<file path="config.mk">
export PLATFORM = sky130hd
export DESIGN_NAME = bin_to_bcd_seq
export DESIGN_NICKNAME = d
export VERILOG_FILES = /design/src/rtl/bin_to_bcd_seq.sv
export SDC_FILE = /design/constraint.sdc
export NUM_CORES = 1
export LEC_CHECK = 0
export ABC_AREA = 0
export CELL_PAD_IN_SITES_DETAIL_PLACEMENT = 1
export CELL_PAD_IN_SITES_GLOBAL_PLACEMENT = 2
export CORE_MARGIN = 2
export CORE_UTILIZATION = 36
export DETAILED_ROUTE_END_ITERATION = 8
export PLACE_DENSITY = 0.83
export SKIP_LAST_GASP = 1
export SYNTH_ARGS = -nofsm -noshare
export SYNTH_HDL_FRONTEND = slang
export SYNTH_SLANG_ARGS = --single-unit
</file>
<file path="constraint.sdc">
create_clock -name CLK -period 2.9 [get_ports CLK]
set_input_delay 0.58 -clock CLK [delete_from_list [all_inputs] [get_ports CLK]]
set_output_delay 0.58 -clock CLK [all_outputs]
set_load 0.01 [all_outputs]
</file>
<file path="src/rtl/bin_to_bcd_seq.sv">
// Sequential double-dabble binary-to-BCD converter.
// One binary operand is accepted per START. The result appears BIN_WIDTH
// clocks later together with a one-cycle DONE pulse. BCD keeps the previous
// result until the completion edge, so the 7-segment driver never sees a
// partially converted value.

// Single-digit add-3 correction. Codes 10..15 cannot occur while the
// DIGITS/BIN_WIDTH relation holds; they map to 0.
module bin_to_bcd_add3 (
  input  logic [3:0] digit,
  output logic [3:0] corrected
);

  // Pass 0..4 unchanged, add 3 to 5..9, clear out-of-range codes
  always_comb begin
    corrected = 4'd0;
    case (digit)
      4'd0, 4'd1, 4'd2, 4'd3, 4'd4: corrected = digit;
      4'd5, 4'd6, 4'd7, 4'd8, 4'd9: corrected = digit + 4'd3;
      default:                      corrected = 4'd0;
    endcase
  end

endmodule

module bin_to_bcd_seq #(
  parameter int BIN_WIDTH = 8,
  parameter int DIGITS    = 3
) (
  input  logic                  CLK,
  input  logic                  RST,
  input  logic                  START,
  input  logic [BIN_WIDTH-1:0]  BIN,
  output logic                  BUSY,
  output logic                  DONE,
  output logic [4*DIGITS-1:0]   BCD
);

  localparam int SW = 4 * DIGITS;
  localparam int CW = $clog2(BIN_WIDTH + 1);

  typedef enum logic [0:0] {
    ST_IDLE  = 1'b0,
    ST_SHIFT = 1'b1
  } state_t;

  state_t               state_r;
  state_t               state_nxt_s;
  logic [CW-1:0]        cnt_r;
  logic [CW-1:0]        cnt_nxt_s;
  logic [BIN_WIDTH-1:0] shift_r;
  logic [BIN_WIDTH-1:0] shift_nxt_s;
  logic [SW-1:0]        scratch_r;
  logic [SW-1:0]        scratch_nxt_s;
  logic [SW-1:0]        bcd_r;
  logic [SW-1:0]        bcd_nxt_s;
  logic                 busy_r;
  logic                 busy_nxt_s;
  logic                 done_r;
  logic                 done_nxt_s;

  logic [SW-1:0]        corrected_s;
  logic [SW-1:0]        scratch_shifted_s;
  logic [BIN_WIDTH-1:0] shift_shifted_s;
  logic                 last_step_s;

  // One add-3 corrector per BCD digit of the scratch register
  for (genvar k = 0; k < DIGITS; k++) begin : g_add3
    bin_to_bcd_add3 u_add3 (
      .digit     (scratch_r[4*k +: 4]),
      .corrected (corrected_s[4*k +: 4])
    );
  end

  // The top scratch bit falls off; the shift-register MSB enters the units digit
  assign scratch_shifted_s = {corrected_s[SW-2:0], shift_r[BIN_WIDTH-1]};
  assign shift_shifted_s   = {shift_r[BIN_WIDTH-2:0], 1'b0};
  assign last_step_s       = (cnt_r == CW'(1));

  // State and datapath registers with synchronous reset
  always_ff @(posedge CLK) begin
    if (RST) begin
      state_r   <= ST_IDLE;
      cnt_r     <= {CW{1'b0}};
      shift_r   <= {BIN_WIDTH{1'b0}};
      scratch_r <= {SW{1'b0}};
      bcd_r     <= {SW{1'b0}};
      busy_r    <= 1'b0;
      done_r    <= 1'b0;
    end else begin
      state_r   <= state_nxt_s;
      cnt_r     <= cnt_nxt_s;
      shift_r   <= shift_nxt_s;
      scratch_r <= scratch_nxt_s;
      bcd_r     <= bcd_nxt_s;
      busy_r    <= busy_nxt_s;
      done_r    <= done_nxt_s;
    end
  end

  // Next-state decode: IDLE waits for START, SHIFT runs until the last step
  always_comb begin
    state_nxt_s = state_r;
    case (state_r)
      ST_IDLE: begin
        if (START) begin
          state_nxt_s = ST_SHIFT;
        end else begin
          state_nxt_s = ST_IDLE;
        end
      end
      ST_SHIFT: begin
        if (last_step_s) begin
          state_nxt_s = ST_IDLE;
        end else begin
          state_nxt_s = ST_SHIFT;
        end
      end
      default: state_nxt_s = ST_IDLE;
    endcase
  end

  // Datapath and output next values; BCD loads only on the completion edge
  always_comb begin
    cnt_nxt_s     = cnt_r;
    shift_nxt_s   = shift_r;
    scratch_nxt_s = scratch_r;
    bcd_nxt_s     = bcd_r;
    busy_nxt_s    = 1'b0;
    done_nxt_s    = 1'b0;
    case (state_r)
      ST_IDLE: begin
        if (START) begin
          shift_nxt_s   = BIN;
          scratch_nxt_s = {SW{1'b0}};
          cnt_nxt_s     = CW'(BIN_WIDTH);
          busy_nxt_s    = 1'b1;
        end else begin
          busy_nxt_s    = 1'b0;
        end
      end
      ST_SHIFT: begin
        scratch_nxt_s = scratch_shifted_s;
        shift_nxt_s   = shift_shifted_s;
        cnt_nxt_s     = cnt_r - CW'(1);
        if (last_step_s) begin
          bcd_nxt_s  = scratch_shifted_s;
          done_nxt_s = 1'b1;
          busy_nxt_s = 1'b0;
        end else begin
          busy_nxt_s = 1'b1;
        end
      end
      default: begin
        cnt_nxt_s     = {CW{1'b0}};
        shift_nxt_s   = {BIN_WIDTH{1'b0}};
        scratch_nxt_s = {SW{1'b0}};
        bcd_nxt_s     = {SW{1'b0}};
      end
    endcase
  end

  assign BUSY = busy_r;
  assign DONE = done_r;
  assign BCD  = bcd_r;

endmodule
</file>
==> run metrics, run 1 <==
Pleak roughly 0.90 nW; Sink Count 38; min cycle time layout ~2.1 ns; average wire per cell in the routed design ~14 um; post-synthesis instance area slightly below 2000 um2; number of input and output port buffers inserted 24; effective utilization at floorplan a little under two fifths; post-route clock skew between 0.006 and 0.007 ns; synthesized instance count 226; fraction of the yosys area taken by sequential cells about two fifths; post-synth cell types 40; largest buffer count on any clock path 2; Reg clk slew, reported paths roughly 0.080 ns; post-detailed-placement half-perimeter wirelength around 3200 um; Die Ht just under 80 um; synthesis-to-layout area growth 22.52%; final count of hold timing violations 0; synthesized netlist net count approximately 250; Chip Width 77.71 um; commonest register cell after synthesis sky130_fd_sc_hd__dfxtp_1; vias in the first global route ~1600; cell type with the largest total area after synthesis sky130_fd_sc_hd__dfxtp_1; setup repair after global routing missed its margin no; count of yosys warnings during synthesis 0; maximum frequency from static timing analysis roughly 0.47 GHz; hold buffers post-CTS 0; cells resized by post-CTS repair 0; per-cell via count in the routed design between 5 and 6; Skew-Pair Late Insertion Delay a little under 0.3 ns; number of buffers inserted during clock tree synthesis 5; Cell Count, Final, Fillers Out between 300 and 400; number of vias after detailed routing about 1600; Yosys top cell area share between 30% and 40%; worst stage delay on the critical path about 0.64 ns; number of nets in the layout 277; post-route fraction of the period consumed by the critical path about three quarters; FF-to-FF path depth 6; top area cells in the synthesized netlist sky130_fd_sc_hd__dfxtp_1, sky130_fd_sc_hd__ha_1, sky130_fd_sc_hd__mux2i_1, sky130_fd_sc_hd__a21oi_1, sky130_fd_sc_hd__nor2_1; GRT Max-Usage Layer met2; global route overflow 0; gpl congestion ~0.76; data required time at the worst endpoint 2.32 ns; type of origin of the critical path flip-flop; total count of max-transition violations in the final report 0; share of synthesized registers carrying an async set or reset 0%; Power Density between 500 and 600 nW/um2; maximum capacitance violations 0; remaining antenna violation count after routing 0; Max-Slew Margin vs Limit around two thirds; placed inst area ~2300 um2; utilization after layout a little under half; met1 GRT Util between 20 and 25%; Mean Syn Cell Area just under 9 um2; worst min-delay path class reg -> reg; Core ar. about 5200 um2; cell family with most CP delay buffers and inverters; Post-CTS Setup Inserts 0; Critical Path Fanout Max 14; TritonCTS clock tree built; total I/O pin count 25; buffers plus inverters on the worst setup path 1; arrival time of the worst setup path 1.55 ns; Die ar. ~6000 um2; setup violation total in the final timing report 0; Pwr Total about 0.0012 W; Crit Path Category reg -> out; number of H-tree levels 2; critical-path cell list clkdlybuf4s50_1; diode insertion count for antenna repair 0; Row Count 26; total negative setup slack 0 ns; Synth Register Bits 38; number of DRC violations after detailed routing 0; Detailed Route WL roughly 4400 um; met2 Track Usage GR 26.38%; maximum ir drop on the vdd rail around 0.27 mV; clock root buffer sky130_fd_sc_hd__clkbuf_8; number of cells in the design after placement around 310; Finished Cell Area 2396 um2; number of cells on the critical path 1; starting DRC count in detailed routing 38; antenna violations before repair 0; largest net degree at the start of global routing 30; outcome finished clean; Hold Crit Depth 1; layout cells sized above 1 approximately 8%; sort of element at the end of the critical path primary output; Total Routing Usage GR 15.80%; met3 routing resource usage after global routing 3.837%; library cell contributing the largest single delay on the critical path sky130_fd_sc_hd__clkdlybuf4s50_1; Post-synth EDFFs 0; Worst Tran Pin Value a little over 0.5 ns; first-pass GRT wire length approximately 7600 um; number of detailed-routing iterations run before antenna repair 3
-- cell usage after synthesis, types with 2 or more instances --
library cell / number
sky130_fd_sc_hd__nor2_1: 27
sky130_fd_sc_hd__nor2b_1: 4
sky130_fd_sc_hd__buf_2: 6
sky130_fd_sc_hd__nor3_1: 13
sky130_fd_sc_hd__nand2b_1: 5
sky130_fd_sc_hd__dfxtp_1: 38
sky130_fd_sc_hd__a21oi_1: 23
sky130_fd_sc_hd__o21ai_2: 2
sky130_fd_sc_hd__o31ai_1: 2
sky130_fd_sc_hd__o32ai_1: 2
sky130_fd_sc_hd__o22ai_1: 3
sky130_fd_sc_hd__ha_1: 16
sky130_fd_sc_hd__o2bb2ai_1: 3
sky130_fd_sc_hd__mux2i_1: 12
sky130_fd_sc_hd__nor4_1: 2
sky130_fd_sc_hd__a211oi_1: 4
sky130_fd_sc_hd__nand2_1: 10
sky130_fd_sc_hd__a21oi_2: 2
sky130_fd_sc_hd__clkbuf_1: 3
sky130_fd_sc_hd__or3_1: 2
sky130_fd_sc_hd__xnor2_1: 2
sky130_fd_sc_hd__o21ai_0: 13
sky130_fd_sc_hd__inv_1: 15
-- per-layer routing --
layer  routed length, um  up-vias
met2                2043       17
met1                2197      752
met4                  19        0
met3                 106        2
met5                   0        -
li1                    -      841
-- area by class of cell --
class	instances	area, um2
timing repair buffer	28	270.3
multi-input combinational	162	1079
clock buffer	6	82.58
clock inverter	2	60.06
sequential	38	760.7
inverter	15	56.30
tap	70	87.58
fill	596	2776
-- sequential cells by signal, summed over array words and instances (netlist names) --
signal     count
shift_r        8
BCD           12
BUSY           1
scratch_r     12
cnt_r          4
DONE           1
-- through the flow --
stage	hold WS [ns]	setup slack, ns
floorplan	0.4537	1.378
global placement	0.4544	0.8443
detailed placement	0.4593	0.8313
CTS	0.4807	0.7447
global route	0.5005	0.6801
finish	0.4809	0.7680
-- cell families (layout without fill, tap and decap cells) --
group,Yosys count,count (layout),synth area share (%)
compound gates,63,63,20.67
xor+xnor,2,2,0.8959
fa+ha+maj,16,16,10.24
buf+inv,26,51,5.950
flops,38,38,38.90
mux,12,12,6.142
simple gates,69,69,17.21
-- layout by cell type (no fill, tap or decap), types with 2 or more instances in the layout --
master and instances:
sky130_fd_sc_hd__dfxtp_1 38, sky130_fd_sc_hd__o21ai_0 13, sky130_fd_sc_hd__or3_1 2, sky130_fd_sc_hd__xnor2_1 2
sky130_fd_sc_hd__a21oi_1 23, sky130_fd_sc_hd__ha_1 16, sky130_fd_sc_hd__bufinv_16 2, sky130_fd_sc_hd__o2bb2ai_1 3
sky130_fd_sc_hd__buf_4 4, sky130_fd_sc_hd__o32ai_1 2, sky130_fd_sc_hd__nor3_1 13, sky130_fd_sc_hd__nor4_1 2
sky130_fd_sc_hd__inv_1 15, sky130_fd_sc_hd__nand2_1 10, sky130_fd_sc_hd__o31ai_1 2, sky130_fd_sc_hd__nor2_1 27
sky130_fd_sc_hd__a21oi_2 2, sky130_fd_sc_hd__o22ai_1 3, sky130_fd_sc_hd__clkbuf_8 6, sky130_fd_sc_hd__mux2i_1 12
sky130_fd_sc_hd__nand2b_1 5, sky130_fd_sc_hd__clkdlybuf4s50_1 24, sky130_fd_sc_hd__a211oi_1 4, sky130_fd_sc_hd__nor2b_1 4
sky130_fd_sc_hd__o21ai_2 2
-- worst paths after layout --
path              slack, ns                   endpoint                      start
setup / recovery       0.77                       BUSY            BUSY$_SDFF_PP0_
hold / removal         0.48       BCD[10]$_SDFFE_PP0P_       BCD[10]$_SDFFE_PP0P_
setup reg to reg       1.07  scratch_r[6]$_SDFFE_PP0P_  scratch_r[4]$_SDFFE_PP0P_
hold reg to reg        0.48       BCD[10]$_SDFFE_PP0P_       BCD[10]$_SDFFE_PP0P_
-- report_power, final --
| group | leakage [nW] | switching [W] | internal (W) | total (W) |
|---|---|---|---|---|
| Combinational | 0.519 | 0.0000680 | 0.0000605 | 0.000128 |
| Sequential | 0.309 | 0.0000222 | 0.000542 | 0.000564 |
| Clock | 0.0714 | 0.000190 | 0.000367 | 0.000557 |
Power figures use the tool's default switching activity.
==> run 2, diff against run 1 <==
--- a/config.mk
+++ b/config.mk
@@ -9,9 +9,9 @@
 export CELL_PAD_IN_SITES_DETAIL_PLACEMENT = 1
 export CELL_PAD_IN_SITES_GLOBAL_PLACEMENT = 2
 export CORE_MARGIN = 2
-export CORE_UTILIZATION = 36
+export CORE_UTILIZATION = 30
 export DETAILED_ROUTE_END_ITERATION = 8
-export PLACE_DENSITY = 0.83
+export PLACE_DENSITY = 0.74
 export SKIP_LAST_GASP = 1
 export SYNTH_ARGS = -nofsm -noshare
 export SYNTH_HDL_FRONTEND = slang
==> constraint.sdc (replaced) <==
create_clock -name CLK -period 1.9 [get_ports CLK]
set_input_delay 0.38 -clock CLK [delete_from_list [all_inputs] [get_ports CLK]]
set_output_delay 0.38 -clock CLK [all_outputs]
set_load 0.01 [all_outputs]
==> run metrics, run 2 (synthesis gave the netlist of run 1 again) <==
largest net degree at the start of global routing 28 (-6.7%); largest buffer count on any clock path 2 (unchanged); post-route clock skew 0.008394 ns (+0.002109 ns); post-route fraction of the period consumed by the critical path about 88%; Row Count 29 (+12%); Die Ht 84.74 um (+9.1%); most common library cell in the layout ignoring fill and taps sky130_fd_sc_hd__dfxtp_1; placed inst area 2330 um2 (+3.4%); number of detailed-routing iterations run before antenna repair 4 (+1); hold buffers post-CTS 0 (unchanged); Finished Cell Area 2422 um2 (+1.1%); total area of multi-input combinational cells 1084 um2 (+0.46%); flop-to-flop setup slack 0.22 ns (-0.85 ns); vias in the first global route 1621 (+3.1%); commonest non-fill, non-tap cells in the layout sky130_fd_sc_hd__dfxtp_1, sky130_fd_sc_hd__nor2_1, sky130_fd_sc_hd__clkdlybuf4s50_1; outcome finished clean; number of DRC violations after detailed routing 0 (unchanged); number of input and output port buffers inserted 24 (unchanged); Chip Width 84.74 um (+9.1%); worst min-delay path class reg -> reg; min cycle time layout approximately 1.7 ns; maximum capacitance violations 0 (unchanged); TritonCTS clock tree built; number of nets in the layout 286 (+3.2%); worst setup slack after placement 0.1341 ns (-0.6972 ns); Reg clk slew, reported paths 0.08 ns (about the same); synthesis-to-layout area growth 23.86%; diode insertion count for antenna repair 0 (unchanged); gpl congestion 0.7446 (-1.7%); maximum frequency from static timing analysis 0.5953 GHz; number of buffers inserted during clock tree synthesis 5 (unchanged); Hold Crit Depth 1 (unchanged); antenna violations before repair 0 (unchanged); maximum ir drop on the vdd rail 0.2750 mV (+2.9%); first-pass GRT wire length 7741 um (+1.3%); effective utilization at floorplan 30.98% (-6.8 points); post-detailed-placement half-perimeter wirelength 3399 um (+4.6%); Reg area 762.0 um2 (+0.16%); average wire per cell in the routed design 13.74 um (+1.0%); type of origin of the critical path flip-flop; starting DRC count in detailed routing 81 (+110%); Total Routing Usage GR 13.33% (-2.5 points); Power Density 671.2 nW/um2 (+29%); remaining antenna violation count after routing 0 (unchanged); global route overflow 0 (unchanged); total I/O pin count 25 (unchanged); Crit Path Category reg -> reg; utilization after layout 38.37% (-8.0 points); Detailed Route WL 4629 um (+6.0%); FILL cells 771 (+29%); number of H-tree levels 2 (unchanged); Critical Path Fanout Max 3 (-11); Skew-Pair Late Insertion Delay 0.29 ns (about the same); FF-to-FF path depth 6 (unchanged); per-cell via count in the routed design 5.000 (-0.43%); layout cells sized above 1 11.54% (+3.6 points); final count of hold timing violations 0 (unchanged); data required time at the worst endpoint 2.10 ns (-0.22 ns); setup repair after global routing missed its margin no; Core ar. 6314 um2 (+22%); Die ar. 7181 um2 (+19%); total negative setup slack 0 ns (unchanged); arrival time of the worst setup path 1.88 ns (+0.33 ns); final worst-path setup slack 0.2201 ns (-0.5480 ns); Sink Count 38 (unchanged); Max-Slew Margin vs Limit 64.02% (-1.3 points); clock root buffer sky130_fd_sc_hd__clkbuf_8; number of vias after detailed routing 1685 (+4.5%); sort of element at the end of the critical path flip-flop; setup violation total in the final timing report 0 (unchanged); total count of max-transition violations in the final report 0 (unchanged); Pleak 0.9210 nW (+2.3%); Worst Tran Pin Value 0.5380 ns (+0.02206 ns)
[run 2: final timing paths]
kind / from / end
worst min register to register: BCD[9]$_SDFFE_PP0P_ / BCD[9]$_SDFFE_PP0P_
worst max register to register: scratch_r[0]$_SDFFE_PP0P_ / scratch_r[2]$_SDFFE_PP0P_
worst min-delay path: BCD[9]$_SDFFE_PP0P_ / BCD[9]$_SDFFE_PP0P_
worst max-delay path: scratch_r[0]$_SDFFE_PP0P_ / scratch_r[2]$_SDFFE_PP0P_
[run 2: cell type report]
cell class              instances  area share (%)
multi-input cells             162           44.73
flip-flops and latches         38           31.46
repair buffers                 37           13.95
well taps                      77           3.977
clock buffers                   6           2.996
inverters                      15           2.324
clock inverters                 2          0.5682
[run 2: per-layer routing]
metal | GRT usage, % | wire [um] | vias to the layer above
li1 | - | - | 860
met1 | 17.26 | 2247 | 798
met2 | 22.41 | 2218 | 25
met3 | 3.343 | 146 | 2
met4 | 3.030 | 16 | 0
met5 | 0 | 0 | -
[run 2: power breakdown]
| group | switching, W | leakage (nW) | internal [W] |
|---|---|---|---|
| combinational | 0.000114 | 0.566 | 0.000101 |
| sequential | 0.0000270 | 0.310 | 0.000827 |
| clock | 0.000297 | 0.0452 | 0.000259 |
| total | 0.000438 | 0.921 | 0.00119 |
[run 2: repair_timing]
item	4_1_cts	5_1_grt
resized for setup	0	2
buffers inserted	0	0
endpoints found under the setup margin	0	2
[run 2: per-stage QoR]
step	hold slack (ns)	std cells	power, W
floorplan	0.4537	226	0.001010
global placement	0.4534	329	0.001089
detailed placement	0.4600	329	0.001091
CTS	0.4834	337	0.001657
global route	0.4894	337	0.001723
finish	0.4825	337	0.001626
[run 2: worst max-delay path, cell delays in order, from the launching register on]
cell and delay, ns:
sky130_fd_sc_hd__dfxtp_1 0.36, sky130_fd_sc_hd__inv_1 0.08, sky130_fd_sc_hd__ha_1 0.32, sky130_fd_sc_hd__a2111oi_0 0.43, sky130_fd_sc_hd__a211oi_1 0.08, sky130_fd_sc_hd__buf_4 0.15
sky130_fd_sc_hd__o21ai_0 0.16
==> variant: new RTL, config.mk and constraints of run 2 <==
The output `BUSY` loses its register stage (`busy_r` becomes a continuous assignment).
--- a/src/rtl/bin_to_bcd_seq.sv
+++ b/src/rtl/bin_to_bcd_seq.sv
@@ -87,3 +87,2 @@
       bcd_r     <= {SW{1'b0}};
-      busy_r    <= 1'b0;
       done_r    <= 1'b0;
@@ -95,3 +94,2 @@
       bcd_r     <= bcd_nxt_s;
-      busy_r    <= busy_nxt_s;
       done_r    <= done_nxt_s;
@@ -99,2 +97,4 @@
   end
+
+  assign busy_r = busy_nxt_s;
 
Check against the original RTL: not equivalent (Yosys sat finds a counterexample within 4 cycles, from zero or initial values and one cycle with RST high).
==> variant against run 2 <==
Cell count is 0.30% higher; area after synthesis is 0.51% higher; critical path type unchanged; worst setup slack worse by 0.054 ns; sequential cell count stayed put; total power is 5.9% higher; largest cell class unchanged; routed wire length is 3.4% higher; design area is 0.41% lower; combinational power is 27% higher; critical path depth is 1 lower; critical endpoint is now scratch_r[8].
==> variant: results (changes against run 2) <==
Power
  – Max IR drop VDD: 0.2835 mV (+3.1%)
  – Cell leakage power: 0.9235 nW (+0.27%)

Route
  – Via count: 1707 (+1.3%)
  – Drt first pass iters: 2 (-2)
  – Total Wirelength: 4.786 mm (+3.4%)
  – Drt initial violations: 60 (-26%)
  – Routed wire per std cell: 14.16 µm (+3.1%)

Place
  – Dpl hpwl: 3.545 mm (+4.3%)
  – Gpl congestion: 0.7918 (+6.3%)
  – Dpl cells: 330 (+0.30%)
  – Pre-CTS setup slack: -0.07696 ns (-0.2111 ns)
  – Area of placed instances: 2321 µm² (-0.38%)

Synthesis
  – Yosys cell types: 38 (-5.0%)
  – Yosys warning count: 0 (unchanged)
  – FFs w/ async S/R, synth: 0 (unchanged)
  – Synth cell count leaders: 38 x dfxtp_1, 33 x nor2_1, 27 x a21oi_1
  – Top cells by area, synth: dfxtp_1 39%, ha_1 10%, a21oi_1 6.9%, nor2_1 6.3%, mux2i_1 4.6%
  – Post-Syn Nets: 258 (+2.0%)
  – Post-Synthesis Cells: 231 (+2.2%)
  – Post-synthesis sequential area ratio: 0.3870 (-0.001981)

Cells and area
  – Util after Layout: 0.3799 (-0.003769)
  – Layout cells sized above 1: 0.09195 (-0.02343)
  – Fillers: 755 (-2.1%)
  – Ant diodes: 0 (unchanged)
  – Final net count: 287 (+0.35%)

Global route
  – Largest net degree at the start of global routing: 22 (-21%)
  – Global-route wire length before repair: 8.183 mm (+5.7%)
  – Vias in the first global route: 1706 (+5.2%)
  – Total GRT Usage: 0.1424 (+0.009116)

CTS
  – H-tree levels: 2 (unchanged)
  – Clock buffer depth: 2 (unchanged)
  – Clock transition at the registers of the reported paths: 0.08 ns (about the same)

Outcome
  – Outcome: finished clean

Critical path
  – Critical Path AT: 1.92 ns (+0.04 ns)
  – Reg2reg setup slack: 0.17 ns (-0.05 ns)
  – FF-to-FF Start: scratch_r[4]
  – CP max stage cell: dfxtp_1
  – Largest fanout on the critical path: 6 (+3)
  – Reg2reg path depth: 5 (-1)
  – FF-to-FF End: scratch_r[8]
  – Critical Path Max Stage Delay: 0.45 ns (+0.02 ns)

STA
  – Worst Clk Skew: 0.005633 ns (-0.002762 ns)
  – Slew HR: 0.5561 (-0.08412)
  – Fin Hold WS: 0.4629 ns (-0.01957 ns)
  – Max Freq: 576.7 MHz (-3.1%)

Min path
  – WHS Endpoint: BCD[0]
  – Min-delay src: BCD[0]
  – Hold path depth: 2 (+1)
==> variant: cell types whose count changed after synthesis, moves of 4 or more <==
cell / before / now
a21oi_1: 23 / 27
inv_1: 15 / 11
nand3_1: 0 / 4
nor2_1: 27 / 33
==> variant: final cells by class <==
class,count,area share
inverter,11,0.01712
clock buffer,7,0.03579
multi-input combinational,170,0.4611
clock inverter,1,0.002075
sequential,38,0.3154
tap,77,0.03994
timing repair buffer,34,0.1286
==> variant: kinds of logic after synthesis <==
logic type	synth area share
xor gates and xnor gates	0.004457
AOI/OAI and AO/OA	0.2190
muxes	0.05156
adders and majority gates	0.1018
buffers and inverters	0.04965
DFF	0.3870
and+or+nand+nor	0.1865
==> variant: how the worst max path moves through the flow <==
stage                    end  cells past startpoint    startpoint
6_report        scratch_r[8]                      5  scratch_r[4]
4_1_cts                 BUSY                      5      cnt_r[1]
3_5_place_dp            BUSY                      4         START
5_1_grt               BCD[6]                      6  scratch_r[4]
3_3_place_gp            BUSY                      4         START
2_1_floorplan  scratch_r[11]                      6  scratch_r[8]
==> variant: where the power goes <==
group          internal, W  switching (W)
Sequential        0.000834      0.0000310
Clock             0.000293       0.000291
Combinational     0.000127       0.000146
Total              0.00125       0.000468
==> variant: what timing repair did <==
action	in CTS	in global routing
setup buffers	0	0
cloned	0	0
resized for setup	1	3
endpoints found under the setup margin	1	2
==> variant: per-layer routing <==
| layer | part of all wire | track usage | vias to the layer above |
|---|---|---|---|
| met1 | 0.47 | 0.1740 | 808 |
| met5 | 0 | 0 | - |
| li1 | - | - | 867 |
| met3 | 0.044 | 0.05058 | 6 |
| met4 | 0.0075 | 0.02597 | 0 |
| met2 | 0.48 | 0.2436 | 26 |
